==> config.mk <==
export PLATFORM = sky130hd
export DESIGN_NAME = monishvr_fifo
export DESIGN_NICKNAME = d
export VERILOG_FILES = /design/src/rtl/fifo_pkg.sv /design/src/rtl/sync_fifo_core.sv /design/src/rtl/monishvr_fifo.sv
export SDC_FILE = /design/constraint.sdc
export NUM_CORES = 1
export LEC_CHECK = 0
export CAP_MARGIN = 20
export CORE_MARGIN = 3
export CORE_UTILIZATION = 50
export DETAILED_ROUTE_END_ITERATION = 12
export PLACE_DENSITY = 0.85
export SETUP_SLACK_MARGIN = 0.1
export SYNTH_ARGS = -nofsm -noshare
export SYNTH_HDL_FRONTEND = slang
export SYNTH_SLANG_ARGS = --single-unit
==> constraint.sdc <==
create_clock -name clk -period 8.1 [get_ports clk]
set_input_delay 1.62 -clock clk [delete_from_list [all_inputs] [get_ports clk]]
set_output_delay 1.62 -clock clk [all_outputs]
set_load 0.05 [all_outputs]
==> src/rtl/fifo_pkg.sv <==
// Shared sizing and pad-index constants for the monishvr FIFO tile.
// Pointers carry one extra wrap bit so full and empty can be told apart.
package fifo_pkg;

    localparam int DATA_W = 4;
    localparam int DEPTH  = 8;
    localparam int ADDR_W = 3;
    localparam int PTR_W  = ADDR_W + 1;

    localparam int WR_EN_BIT = 2;
    localparam int RD_EN_BIT = 3;
    localparam int DATA_LSB  = 4;
    localparam int FULL_BIT  = 4;
    localparam int EMPTY_BIT = 5;
    localparam int OVF_BIT   = 6;
    localparam int UNF_BIT   = 7;

    localparam logic [7:0] UIO_OE_VAL = 8'h0F;

    typedef logic [PTR_W-1:0] ptr_t;

    function automatic ptr_t ptr_inc(input ptr_t p);
        return p + ptr_t'(1);
    endfunction

endpackage

==> src/rtl/sync_fifo_core.sv <==
// Synchronous FIFO storage: pointers, memory, registered read port,
// occupancy and sticky overflow/underflow flags.
module sync_fifo_core
    import fifo_pkg::*;
#(
    parameter int DATA_W = fifo_pkg::DATA_W,
    parameter int DEPTH  = fifo_pkg::DEPTH,
    parameter int ADDR_W = fifo_pkg::ADDR_W
) (
    input  logic              clk,
    input  logic              rst,
    input  logic              wr_en_i,
    input  logic              rd_en_i,
    input  logic [DATA_W-1:0] wr_data_i,
    output logic [DATA_W-1:0] rd_data_o,
    output logic [ADDR_W:0]   count_o,
    output logic              full_o,
    output logic              empty_o,
    output logic              overflow_o,
    output logic              underflow_o
);

    localparam logic [ADDR_W:0] FULL_CNT = (ADDR_W + 1)'(DEPTH);
    localparam logic [ADDR_W:0] PTR_ONE  = (ADDR_W + 1)'(1);

    logic [DATA_W-1:0] mem_q [DEPTH];

    logic [ADDR_W:0]   wptr_q, wptr_d;
    logic [ADDR_W:0]   rptr_q, rptr_d;
    logic [DATA_W-1:0] rd_data_q, rd_data_d;
    logic              ovf_q, ovf_d;
    logic              unf_q, unf_d;

    logic [ADDR_W:0]   count;
    logic              full;
    logic              empty;
    logic              rd_ok;
    logic              wr_ok;

    assign count = wptr_q - rptr_q;
    assign full  = (count == FULL_CNT);
    assign empty = (count == '0);

    // A read frees a slot in the same edge, so a full FIFO still takes a write alongside it.
    assign rd_ok = rd_en_i & ~empty;
    assign wr_ok = wr_en_i & (~full | rd_ok);

    always_comb begin
        wptr_d    = wptr_q;
        rptr_d    = rptr_q;
        rd_data_d = rd_data_q;
        ovf_d     = ovf_q | (wr_en_i & full & ~rd_ok);
        unf_d     = unf_q | (rd_en_i & empty);
        if (wr_ok) begin
            wptr_d = wptr_q + PTR_ONE;
        end
        if (rd_ok) begin
            rptr_d    = rptr_q + PTR_ONE;
            rd_data_d = mem_q[rptr_q[ADDR_W-1:0]];
        end
    end

    always_ff @(posedge clk or posedge rst) begin
        if (rst) begin
            wptr_q    <= '0;
            rptr_q    <= '0;
            rd_data_q <= '0;
            ovf_q     <= 1'b0;
            unf_q     <= 1'b0;
        end else begin
            wptr_q    <= wptr_d;
            rptr_q    <= rptr_d;
            rd_data_q <= rd_data_d;
            ovf_q     <= ovf_d;
            unf_q     <= unf_d;
        end
    end

    // Storage contents are don't-care after reset, so the array carries no reset.
    always_ff @(posedge clk) begin
        if (wr_ok && !rst) begin
            mem_q[wptr_q[ADDR_W-1:0]] <= wr_data_i;
        end
    end

    assign rd_data_o   = rd_data_q;
    assign count_o     = count;
    assign full_o      = full;
    assign empty_o     = empty;
    assign overflow_o  = ovf_q;
    assign underflow_o = unf_q;

endmodule

==> src/rtl/monishvr_fifo.sv <==
// Tiny Tapeout tile wrapper: maps pads onto the FIFO core, gates requests
// with ena and drives the occupancy count out of the bidirectional pins.
module monishvr_fifo
    import fifo_pkg::*;
(
    input  logic       clk,
    input  logic       rst_n,
    input  logic       ena,
    input  logic [7:0] ui_in,
    input  logic [7:0] uio_in,
    output logic [7:0] uo_out,
    output logic [7:0] uio_out,
    output logic [7:0] uio_oe
);

    logic              wr_req;
    logic              rd_req;
    logic [DATA_W-1:0] wr_data;
    logic [DATA_W-1:0] rd_data;
    logic [ADDR_W:0]   count;
    logic              full;
    logic              empty;
    logic              overflow;
    logic              underflow;
    logic              unused_pins;

    // The pad named rst_n is a high-true reset on this tile.
    assign wr_req  = ena & ui_in[WR_EN_BIT];
    assign rd_req  = ena & ui_in[RD_EN_BIT];
    assign wr_data = ui_in[DATA_LSB +: DATA_W];

    assign unused_pins = ^{uio_in, ui_in[1:0]};

    sync_fifo_core #(
        .DATA_W(DATA_W),
        .DEPTH (DEPTH),
        .ADDR_W(ADDR_W)
    ) u_core (
        .clk        (clk),
        .rst        (rst_n),
        .wr_en_i    (wr_req),
        .rd_en_i    (rd_req),
        .wr_data_i  (wr_data),
        .rd_data_o  (rd_data),
        .count_o    (count),
        .full_o     (full),
        .empty_o    (empty),
        .overflow_o (overflow),
        .underflow_o(underflow)
    );

    always_comb begin
        uo_out                 = '0;
        uo_out[DATA_W-1:0]     = rd_data;
        uo_out[FULL_BIT]       = full;
        uo_out[EMPTY_BIT]      = empty;
        uo_out[OVF_BIT]        = overflow;
        uo_out[UNF_BIT]        = underflow;
    end

    assign uio_out = {{(8 - (ADDR_W + 1)){1'b0}}, count};
    assign uio_oe  = UIO_OE_VAL;

endmodule

-- Yosys cells after proc, flatten, opt, wreduce, memory -nomap -nowiden
Memory sizes are Yosys's and may differ from the RTL's. A register that Yosys moved wholly into a read port is not among the register bits.
Cells that the tools add are included.
- bitwise operators: 13
- $add $sub $neg: 3
- reductions and logical operators: 3
- equality and inequality tests: 1
- multiplexer cells: 2
- operator list (kind ; number):
    adder 4 x 1 -> 4 bit, second input constant ; 2
    AND 1 bit ; 7
    == test 4 bit, second input constant ; 1
    zero test 4 bit ; 1
    subtractor 4 bit ; 1
    NOT 1 bit ; 3
    bitwise OR 1 bit ; 3
    two-way mux 1 bit ; 2
    logical AND 1 bit ; 1
    zero test 1 bit ; 1
- output and inout port bits: 24
- flip-flop bits (word level): 10
- bits of input ports: 19
- memories: 1
- logic and storage cells: 27
- RAM bits: 32
- memory list (memory ; depth ; bits a word ; read ports ; clocked after memory_dff ; wr ports ; RTL line ; RTL):
    u_core.mem_q ; 8 ; 4 ; 1 ; 1 ; 1 ; sync_fifo_core.sv:26 ; logic [DATA_W-1:0] mem_q [DEPTH];

-- Logic depth before layout (Yosys ltp)
- depth in word-level cells: 9
- mapped depth: 9
- gate-level depth less buffers: 8

-- Hierarchy
From an unflattened synthesis, not the netlist that was laid out.
- cells, all modules: 175
- area total of the unflattened synthesis: 2283.4 um^2
- modules (own cells, without submodules) (module ; instances ; cells each ; sequential area each (um^2) ; area an instance (um^2)):
    sync_fifo_core ; 1 ; 155 ; 1311.3 ; 2143.3
    monishvr_fifo ; 1 ; 20 ; 0.0 ; 140.1

-- Worst setup path after synthesis
No wires, ideal clock.
- kind: register to output
- from: reg u_core.rptr_q[1]
- to: out uo_out[5]
- arrival: 2.635 ns
- buffers on the path: 2
- required time: 6.480 ns
- cell stages (with the launch flop): 8
- path slack: 3.845 ns
- path through: dfrtp_1 -> clkbuf_1 -> inv_1 -> fa_1 -> xor2_1 -> or2_4 -> nor2_1 -> buf_4
- longest elaborated chain between the ends: 2
- ends and longest elaborated chain (what ; RTL line ; RTL):
    start, declared ; sync_fifo_core.sv:29 ; logic [ADDR_W:0] rptr_q, rptr_d;
    start signal, assigned ; sync_fifo_core.sv:72 ; rptr_q <= rptr_d;
    subtractor 4 bit ; sync_fifo_core.sv:40 ; assign count = wptr_q - rptr_q;
    via uio_out[2] ; monishvr_fifo.sv:12 ; output logic [7:0] uio_out,
    zero test 4 bit ; sync_fifo_core.sv:42 ; assign empty = (count == '0);
    end, declared ; monishvr_fifo.sv:11 ; output logic [7:0] uo_out,
The timed path passes the listed nets, and every way through them passes these cells.

-- Final worst setup path
- from: reg u_core.rptr_q[0]
- to: out uo_out[5]
- longest elaborated chain between the ends: 2
- ends and longest elaborated chain (what ; RTL line):
    subtractor 4 bit ; sync_fifo_core.sv:40
    zero test 4 bit ; sync_fifo_core.sv:42
Every way passes these cells.

==> flow_summary_export.csv <==
group,metric,value,unit
logic_synthesis,synth_ff_type,"edfxtp_1",
sta,drv_slew,0,
clock_tree,cts.sinks,46,
floorplan,num_rows,23,
sta,hold_violations,0,
sta,period_minus_slack,4950,ps
sta,clock.fmax,0.202,GHz
critical_path,arrival,3330,ps
critical_path,reg2reg_from,"u_core.rptr_q[0]$_DFFE_PP0P_",
floorplan,fp.dieW,73.2,µm
routing,vias,1299,
logic_synthesis,syn_area,2260,µm²
global_routing,grt_antenna_before_repair,0,
place,hpwl,2920,µm
logic_synthesis,yosysSeqAreaShare,0.581,
floorplan,coreArea,4170,µm²
floorplan,pin_count,43,
routing,drt_wl_total,3980,µm
sta,post-route-period-util,0.611,
place,port-buffer-count,20,
critical_path,reg2reg_slack,4550,ps
sta,setup-violations-final,0,
routing,drc,0,
final_layout,multi_input_area,807,µm²
routing,ant_nets,0,
clock_tree,cts_tree,"built",
clock_tree,cts_hold_buffers,0,
global_routing,grt_pass1_vias,1308,
global_routing,grt_usage,0.164,
logic_synthesis,synth_cell_type_count,40,
routing,drt-initial-drc-count,62,
critical_path,crit_chain,"ha_1 -> inv_1 -> fa_1 -> nand2b_1 -> or2_4 -> nor2_1 -> clkdlybuf4s50_1",
final_layout,area_growth,11.2,%
critical_path,rr_endpoint,"u_core.mem_q[4][0]$_DFFE_PP_",
final_layout,regArea,1310,µm²
outcome,status,"complete, no violations",
place,gp_congestion,0.763,
critical_path,crit_fanout,12,
logic_synthesis,netlist_instances,162,
global_routing,grt-ovfl-total,0,
clock_tree,cts_made_buffers,5,
run,drv_cap,0,
clock_tree,cts_buffer_depth,2,
critical_path,critPathRequiredTime,6480,ps
final_layout,fillCellCount,310,
global_routing,grt_max_degree,17,
sta,fin_tns_setup,0,ps
clock_tree,post_cts.repair.setup_buffers,0,
critical_path,criticalPathCategory,"reg2out",
hold_path,hp-class,"reg2reg",
routing,drt_pass1_iterations,4,
hold_path,holdPathStages,1,
logic_synthesis,ys_ff_latch,46,
hold_path,worstHoldEndpoint,"u_core.overflow_o$_DFF_PP0_",
clock_tree,clk_latency,310,ps
global_routing,grt_pass1_wl,6490,µm
final_layout,n_antenna_cell,0,
logic_synthesis,synth-edff-count,32,
final_layout,num-nets-final,203,
logic_synthesis,yosys_warnings,0,
critical_path,cp-end-kind,"primary output",
hold_path,hp-start,"u_core.overflow_o$_DFF_PP0_",
clock_tree,cts-htree-levels,2,
routing,via_per_inst,5.67,
floorplan,die_area,5350,µm²
floorplan,die_h,73.2,µm
logic_synthesis,avgSynthCellArea,13.9,µm²
clock_tree,root_buffer,"clkbuf_8",
sta,tightestPinTransition,960,ps
clock_tree,cts.repair.resized,0,
critical_path,cp-start-kind,"flop",
clock_tree,path_clk_slew,90,ps
sta,relSlewSlack,0.354,
floorplan,start_util,0.541,
critical_path,reg2reg_depth,7,
critical_path,slowest_stage,"dfrtp_1",
logic_synthesis,async_reset_ff_frac,0.304,
critical_path,worst_path_largest_cell_delay,810,ps
final_layout,layout-drive-gt1-share,0.173,
routing,drt-wirelength-per-cell,17.4,µm
sta,rsz0062_at_grt,"no",
sta,skew,8.93,ps
[state kept, by name (all words and copies together) (netlist names)]
| name | cells |
|---|---|
| u_core.mem_q | 32 |
| u_core.rd_data_o | 4 |
| u_core.rptr_q | 4 |
| u_core.wptr_q | 4 |
| u_core.overflow_o | 1 |
| u_core.underflow_o | 1 |
[cell families after synthesis]
logic type,count (synthesis),synth area share
buf+inv,30,0.0776
mux,14,0.118
fa+ha+maj,6,0.0366
simple gates,42,0.102
other cells,2,0.00333
compound gates,14,0.0499
xor+xnor,8,0.0311
flops,46,0.581
[Yosys cell counts, types with 2 or more instances]
cell / n / area [µm²]
dfrtp_1: 14 / 350
clkbuf_1: 2 / 7.51
mux2_4: 5 / 75.1
nand2_1: 16 / 60.1
edfxtp_1: 32 / 961
a311oi_1: 2 / 17.5
a31o_2: 2 / 17.5
or3_1: 2 / 12.5
nor4b_2: 2 / 30.0
nor3_1: 4 / 20.0
mux4_2: 8 / 180
nand3_1: 2 / 10.0
a21oi_1: 2 / 10.0
xor2_1: 3 / 26.3
nor4_1: 4 / 25.0
conb_1: 2 / 7.51
ha_1: 5 / 62.6
nor2_1: 4 / 15.0
o21ai_0: 2 / 10.0
xnor2_1: 5 / 43.8
buf_4: 16 / 120
inv_1: 9 / 33.8
buf_2: 2 / 10.0
[worst max-delay path: cells and delay by family (launching register included)]
| kind | cells | cell delay [ps] |
|---|---|---|
| flops | 1 | 810 |
| fa+ha+maj | 2 | 760 |
| buf+inv | 2 | 880 |
| simple gates | 3 | 570 |
[area by class of cell]
class | count | area share
Timing Repair Buffer | 20 | 0.0798
Tap cell | 50 | 0.0249
Inverter | 9 | 0.0135
Multi-Input combinational cell | 96 | 0.322
Sequential cell | 46 | 0.523
Clock buffer | 5 | 0.0274
Clock inverter | 3 | 0.00998
[stage by stage]
step / util / std cells / instance area [µm²] / hold slack [ps] / worst slack, ps
final: 0.601 / 229 / 2510 / 485 / 3150
after global routing: 0.601 / 229 / 2510 / 504 / 2950
after CTS: 0.601 / 229 / 2510 / 485 / 3100
after detailed placement: 0.579 / 221 / 2410 / 465 / 3420
after global placement: 0.579 / 221 / 2410 / 454 / 3550
after floorplan: - / 172 / 2290 / 443 / 3840
[how the worst max path moves through the flow]
stage / end / cells past startpoint / startpoint
5_1_grt: uo_out[4] / 7 / u_core.rptr_q[0]$_DFFE_PP0P_
3_5_place_dp: uo_out[5] / 7 / u_core.rptr_q[0]$_DFFE_PP0P_
3_3_place_gp: uo_out[4] / 7 / u_core.rptr_q[0]$_DFFE_PP0P_
4_1_cts: uo_out[5] / 7 / u_core.rptr_q[0]$_DFFE_PP0P_
2_1_floorplan: uo_out[5] / 7 / u_core.rptr_q[1]$_DFFE_PP0P_
6_report: uo_out[5] / 7 / u_core.rptr_q[0]$_DFFE_PP0P_
[cell usage in the layout (no fill, tap or decap), types with 3 or more instances in the layout]
cell             netlist  layout
edfxtp_1              32      32
clkdlybuf4s50_1        0      20
nand2_1               16      16
dfrtp_1               14      14
conb_1                 2      12
inv_1                  9       9
mux4_2                 8       8
xnor2_1                5       5
mux2_4                 5       5
ha_1                   5       5
clkbuf_8               0       5
nor3_1                 4       4
nor2_1                 4       4
nor4_1                 4       4
xor2_1                 3       3
[layer usage]
metal  wire (µm)  vias to the layer above  GRT usage  part of all wire
met3         212                        7     0.0427             0.053
met2        1950                       49      0.259              0.49
met1        1740                      647      0.217              0.44
met5           0                        -          0                 0
li1            -                      596          -                 -
met4          79                        0     0.0615             0.020
Power is left out: the tool's default activity adds up to more than one toggle a clock period on the data nets, which glitch-free logic cannot reach.
